--- config.mk ---
export PLATFORM = sky130hd
export DESIGN_NAME = dm_sba_axil
export DESIGN_NICKNAME = d
export VERILOG_FILES = /design/src/rtl/dm_sba_axil.sv
export SDC_FILE = /design/constraint.sdc
export NUM_CORES = 1
export LEC_CHECK = 0
export CAP_MARGIN = 25
export CORE_MARGIN = 8
export CORE_UTILIZATION = 42
export DETAILED_ROUTE_END_ITERATION = 12
export GPL_ROUTABILITY_DRIVEN = 0
export GPL_TIMING_DRIVEN = 0
export PLACE_DENSITY = 0.87
export SLEW_MARGIN = 10
export SYNTH_ARGS = -nofsm -noshare
export SYNTH_HDL_FRONTEND = slang
export SYNTH_SLANG_ARGS = --single-unit
--- constraint.sdc ---
create_clock -name clk_i -period 3.9 [get_ports clk_i]
set_input_delay 0.585 -clock clk_i [delete_from_list [all_inputs] [get_ports clk_i]]
set_output_delay 0.585 -clock clk_i [all_outputs]
set_load 0.1 [all_outputs]
--- src/rtl/dm_sba_axil.sv ---
// Bridge from the debug module's req/gnt/r_valid SBA master port to AXI4-Lite.
// Carries exactly one transaction at a time and returns a one-cycle completion pulse.
module dm_sba_axil #(
    parameter int BusWidth = 32
) (
    input  logic                  clk_i,
    input  logic                  rst_ni,
    input  logic                  req_i,
    input  logic [BusWidth-1:0]   add_i,
    input  logic                  we_i,
    input  logic [BusWidth-1:0]   wdata_i,
    input  logic [BusWidth/8-1:0] be_i,
    output logic                  gnt_o,
    output logic                  r_valid_o,
    output logic [BusWidth-1:0]   r_rdata_o,
    output logic                  r_err_o,
    output logic                  aw_valid_o,
    input  logic                  aw_ready_i,
    output logic [BusWidth-1:0]   aw_addr_o,
    output logic                  w_valid_o,
    input  logic                  w_ready_i,
    output logic [BusWidth-1:0]   w_data_o,
    output logic [BusWidth/8-1:0] w_strb_o,
    input  logic                  b_valid_i,
    output logic                  b_ready_o,
    input  logic [1:0]            b_resp_i,
    output logic                  ar_valid_o,
    input  logic                  ar_ready_i,
    output logic [BusWidth-1:0]   ar_addr_o,
    input  logic                  r_valid_i,
    output logic                  r_ready_o,
    input  logic [BusWidth-1:0]   r_data_i,
    input  logic [1:0]            r_resp_i
);

    typedef enum logic [2:0] {Idle, Write, WaitB, Read, WaitR, Resp} state_e;

    state_e                state_q, state_d;
    logic [BusWidth-1:0]   addr_q, data_q, rdata_q;
    logic [BusWidth/8-1:0] strb_q;
    logic                  aw_done_q, w_done_q, err_q;
    logic                  aw_hs, w_hs;

    assign aw_hs = aw_valid_o & aw_ready_i;
    assign w_hs  = w_valid_o & w_ready_i;

    always_ff @(posedge clk_i or negedge rst_ni) begin
        if (!rst_ni) begin
            state_q   <= Idle;
            addr_q    <= '0;
            data_q    <= '0;
            strb_q    <= '0;
            aw_done_q <= 1'b0;
            w_done_q  <= 1'b0;
            rdata_q   <= '0;
            err_q     <= 1'b0;
        end else begin
            state_q <= state_d;
            case (state_q)
                Idle: begin
                    if (req_i) begin
                        addr_q    <= add_i;
                        data_q    <= wdata_i;
                        strb_q    <= be_i;
                        aw_done_q <= 1'b0;
                        w_done_q  <= 1'b0;
                    end
                end
                Write: begin
                    if (aw_hs) aw_done_q <= 1'b1;
                    if (w_hs)  w_done_q  <= 1'b1;
                end
                WaitB: begin
                    if (b_valid_i) begin
                        err_q   <= b_resp_i[1];
                        rdata_q <= '0;
                    end
                end
                WaitR: begin
                    if (r_valid_i) begin
                        err_q   <= r_resp_i[1];
                        rdata_q <= r_data_i;
                    end
                end
                default: ;
            endcase
        end
    end

    // Write completes when both channels are done, including handshakes in this very cycle.
    always_comb begin
        state_d = state_q;
        case (state_q)
            Idle:  if (req_i) state_d = we_i ? Write : Read;
            Write: if ((aw_done_q | aw_hs) && (w_done_q | w_hs)) state_d = WaitB;
            WaitB: if (b_valid_i) state_d = Resp;
            Read:  if (ar_ready_i) state_d = WaitR;
            WaitR: if (r_valid_i) state_d = Resp;
            Resp:  state_d = Idle;
            default: state_d = Idle;
        endcase
    end

    always_comb begin
        gnt_o      = 1'b0;
        aw_valid_o = 1'b0;
        w_valid_o  = 1'b0;
        b_ready_o  = 1'b0;
        ar_valid_o = 1'b0;
        r_ready_o  = 1'b0;
        r_valid_o  = 1'b0;
        r_rdata_o  = '0;
        r_err_o    = 1'b0;
        case (state_q)
            Idle:  gnt_o = req_i;
            Write: begin
                aw_valid_o = ~aw_done_q;
                w_valid_o  = ~w_done_q;
            end
            WaitB: b_ready_o  = 1'b1;
            Read:  ar_valid_o = 1'b1;
            WaitR: r_ready_o  = 1'b1;
            Resp: begin
                r_valid_o = 1'b1;
                r_rdata_o = rdata_q;
                r_err_o   = err_q;
            end
            default: ;
        endcase
    end

    assign aw_addr_o = addr_q;
    assign ar_addr_o = addr_q;
    assign w_data_o  = data_q;
    assign w_strb_o  = strb_q;

endmodule
==> flow_metrics.env <==
export IMPL_crit_type="primary input to output port"
export IMPL_io_pins=253
export IMPL_synth_cell_type_count=29
export IMPL_port_buffers=250
export IMPL_ys_seq_elements=106
export IMPL_arrival_ps=3190
export IMPL_drcViolationCount=0
export IMPL_grt_total_usage=0.209
export IMPL_hpwl_um=12100
export IMPL_area_growth_pct=65.8
export IMPL_synth_top_cell_area_share=0.587
export IMPL_synth_ff_type="dfrtp_1"
export IMPL_start_util=0.425
export IMPL_fin_worst_skew_ps=8.03
export IMPL_clockRootBuffer="clkbuf_8"
export IMPL_rows=38
export IMPL_ys_top_cells_by_count="nand2_1, dfrtp_1, a22o_1, and2_1, buf_4"
export IMPL_drive_gt1_frac=0.0955
export IMPL_via_count=4205
export IMPL_cts_buffer_depth=2
export IMPL_grt_pass1_vias=4552
export IMPL_setup_viol=0
export IMPL_min_period_over_period=0.969
export IMPL_fp_dieH_um=120
export IMPL_worst_hold_slack_ps=235
export IMPL_dr_pass1_iters=4
export IMPL_hold_viol=0
export IMPL_cts_tree="done"
export IMPL_path_max_fanout=10
export IMPL_multi_input_area_mm2=0.00147
export IMPL_gr_total_overflow=0
export IMPL_synth_most_common_cell="nand2_1"
export IMPL_worstMarginPinSlew_ps=1040
export IMPL_fin_cells=873
export IMPL_cp_end_kind="output port"
export IMPL_cp_data_required_time_ps=3310
export IMPL_synth_area_mm2=0.00452
export IMPL_slew_headroom=0.304
export IMPL_insertion_delay_ps=360
export IMPL_hold_class="primary input to asynchronous set/reset pin"
export IMPL_period_needed_ps=3780
export IMPL_drt_vias_per_instance=4.82
export IMPL_ant_nets=0
export IMPL_wl_um=15100
export IMPL_max_cap_viol_count=0
export IMPL_start_kind="primary input"
export IMPL_ys_top_cells_by_area="dfrtp_1, nand2_1, a22o_1, buf_4, and2_1"
export IMPL_die_w_um=120
export IMPL_rsz0062_at_grt="false"
export IMPL_layout_area_seq_mm2=0.00265
export IMPL_status="finished clean"
export IMPL_ys_seq_area_frac=0.587
export IMPL_worst_r2r_path_depth=6
export IMPL_grt_pass1_wl_um=23800
export IMPL_htree_num_levels=3
export IMPL_synthArstFlopShare=1.00
export IMPL_hold_buffers=0
export IMPL_num_nets_final=841
export IMPL_antenna_diode_count=0
export IMPL_cts_buffers_inserted=9
export IMPL_cts_sinks=106
export IMPL_syn_inst=466
export IMPL_path_clk_slew_ps=100
export IMPL_timing_fmax_ghz=0.265
export IMPL_finalMaxSlewViolations=0
export IMPL_dp_cells=857
export IMPL_fillers=758
export IMPL_setup_tns_ps=0
export IMPL_synth_top_area_cell="dfrtp_1"
export IMPL_grt_max_degree=58
export IMPL_worstSetupStartpoint="req_i"
export IMPL_wl_per_cell_um=17.3
export IMPL_syn_nets=579
export IMPL_first_iter_violations=211
export IMPL_reg2reg_from="state_q[2]"
export IMPL_synth_edf_count=0
export IMPL_syn_avg_cell_area_um2=9.70
export IMPL_yosys_warnings=0
export IMPL_core_mm2=0.0107
export IMPL_antenna_found_initial=0
export IMPL_die_area_mm2=0.0143
cells by family after synthesis:
kind of cell / synth area share
AOI/OAI and AO/OA: 0.0802
buffers and inverters: 0.0880
DFF: 0.587
muxes: 0.00968
and+or+nand+nor: 0.235
cells in the final DEF, fill, tap and decap left out:
cell type	netlist	routed
a21o_1	1	1
a21oi_1	1	1
a221oi_1	1	1
a22o_1	34	34
and2_1	34	34
and3_1	1	1
buf_1	4	4
buf_16	0	1
buf_2	11	11
buf_4	33	34
buf_6	3	3
bufinv_16	0	2
clkbuf_1	9	10
clkbuf_8	0	10
clkdlybuf4s50_1	0	219
clkinv_2	0	2
clkinv_4	1	1
clkinvlp_4	0	1
dfrtp_1	106	106
dlygate4sd2_1	0	6
dlymetal6s2s_1	0	24
inv_1	1	1
mux2_2	3	3
mux2i_1	1	1
nand2_1	206	206
nand3b_1	2	2
nor2_1	3	3
nor3b_1	2	2
nor3b_2	1	1
o2111ai_1	1	1
o21a_1	1	1
o21ai_0	1	1
o21bai_1	1	1
o221ai_1	1	1
o22ai_1	1	1
or3b_2	1	1
or4b_1	1	1
repair_timing:
action | CTS | global route
endpoints found under the setup margin | 6 | 24
gates cloned | 0 | 0
buffers inserted | 0 | 0
hold endpoints to repair | 0 | 0
resized for setup | 6 | 24
area by class of cell:
cell class / count / area share
repair buffers: 251 / 0.344
clock inverters: 5 / 0.0103
plain buffers: 60 / 0.0514
flip-flops and latches: 106 / 0.354
multi-input cells: 298 / 0.196
well taps: 140 / 0.0234
inverters: 2 / 0.00167
clock buffers: 11 / 0.0189
final timing paths:
kind | slack [ps] | endpoint
worst min-delay path | 230 | rdata_q[8]
worst max register to register | 2010 | ar_addr_o[28]
min in group clk_i | 480 | w_data_o[4]
worst max-delay path | 120 | gnt_o
max in group asynchronous | 2970 | w_data_o[22]
worst min register to register | 480 | w_data_o[4]
metal layers:
| layer | part of all wire | global-route usage |
|---|---|---|
| met1 | 0.38 | 0.222 |
| met3 | 0.12 | 0.0939 |
| met5 | 0 | 0 |
| met2 | 0.47 | 0.354 |
| met4 | 0.026 | 0.0867 |
metrics by stage:
| stage | utilization | setup slack [ps] | area [µm²] |
|---|---|---|---|
| after floorplan | - | 495 | 4520 |
| after global placement | 0.676 | -1560 | 7200 |
| after detailed placement | 0.678 | 129 | 7220 |
| after CTS | 0.698 | 11.2 | 7440 |
| after global routing | 0.704 | 10.2 | 7500 |
| final | 0.704 | 122 | 7500 |
worst max-delay path, cell delays in order:
cell	delay [ps]
clkdlybuf4s50_1	500
or4b_1	430
buf_4	190
clkinv_4	80
buf_2	220
clkdlybuf4s50_1	1170
sequential cells by signal, indices dropped and copies added, names as in the netlist:
| signal | count |
|---|---|
| w_strb_o | 4 |
| aw_done_q | 1 |
| w_done_q | 1 |
| ar_addr_o | 32 |
| rdata_q | 32 |
| err_q | 1 |
| w_data_o | 32 |
| state_q | 3 |
Power is not shown: default switching activity piles up to over one toggle a cycle in this logic, so the estimate is an artifact.
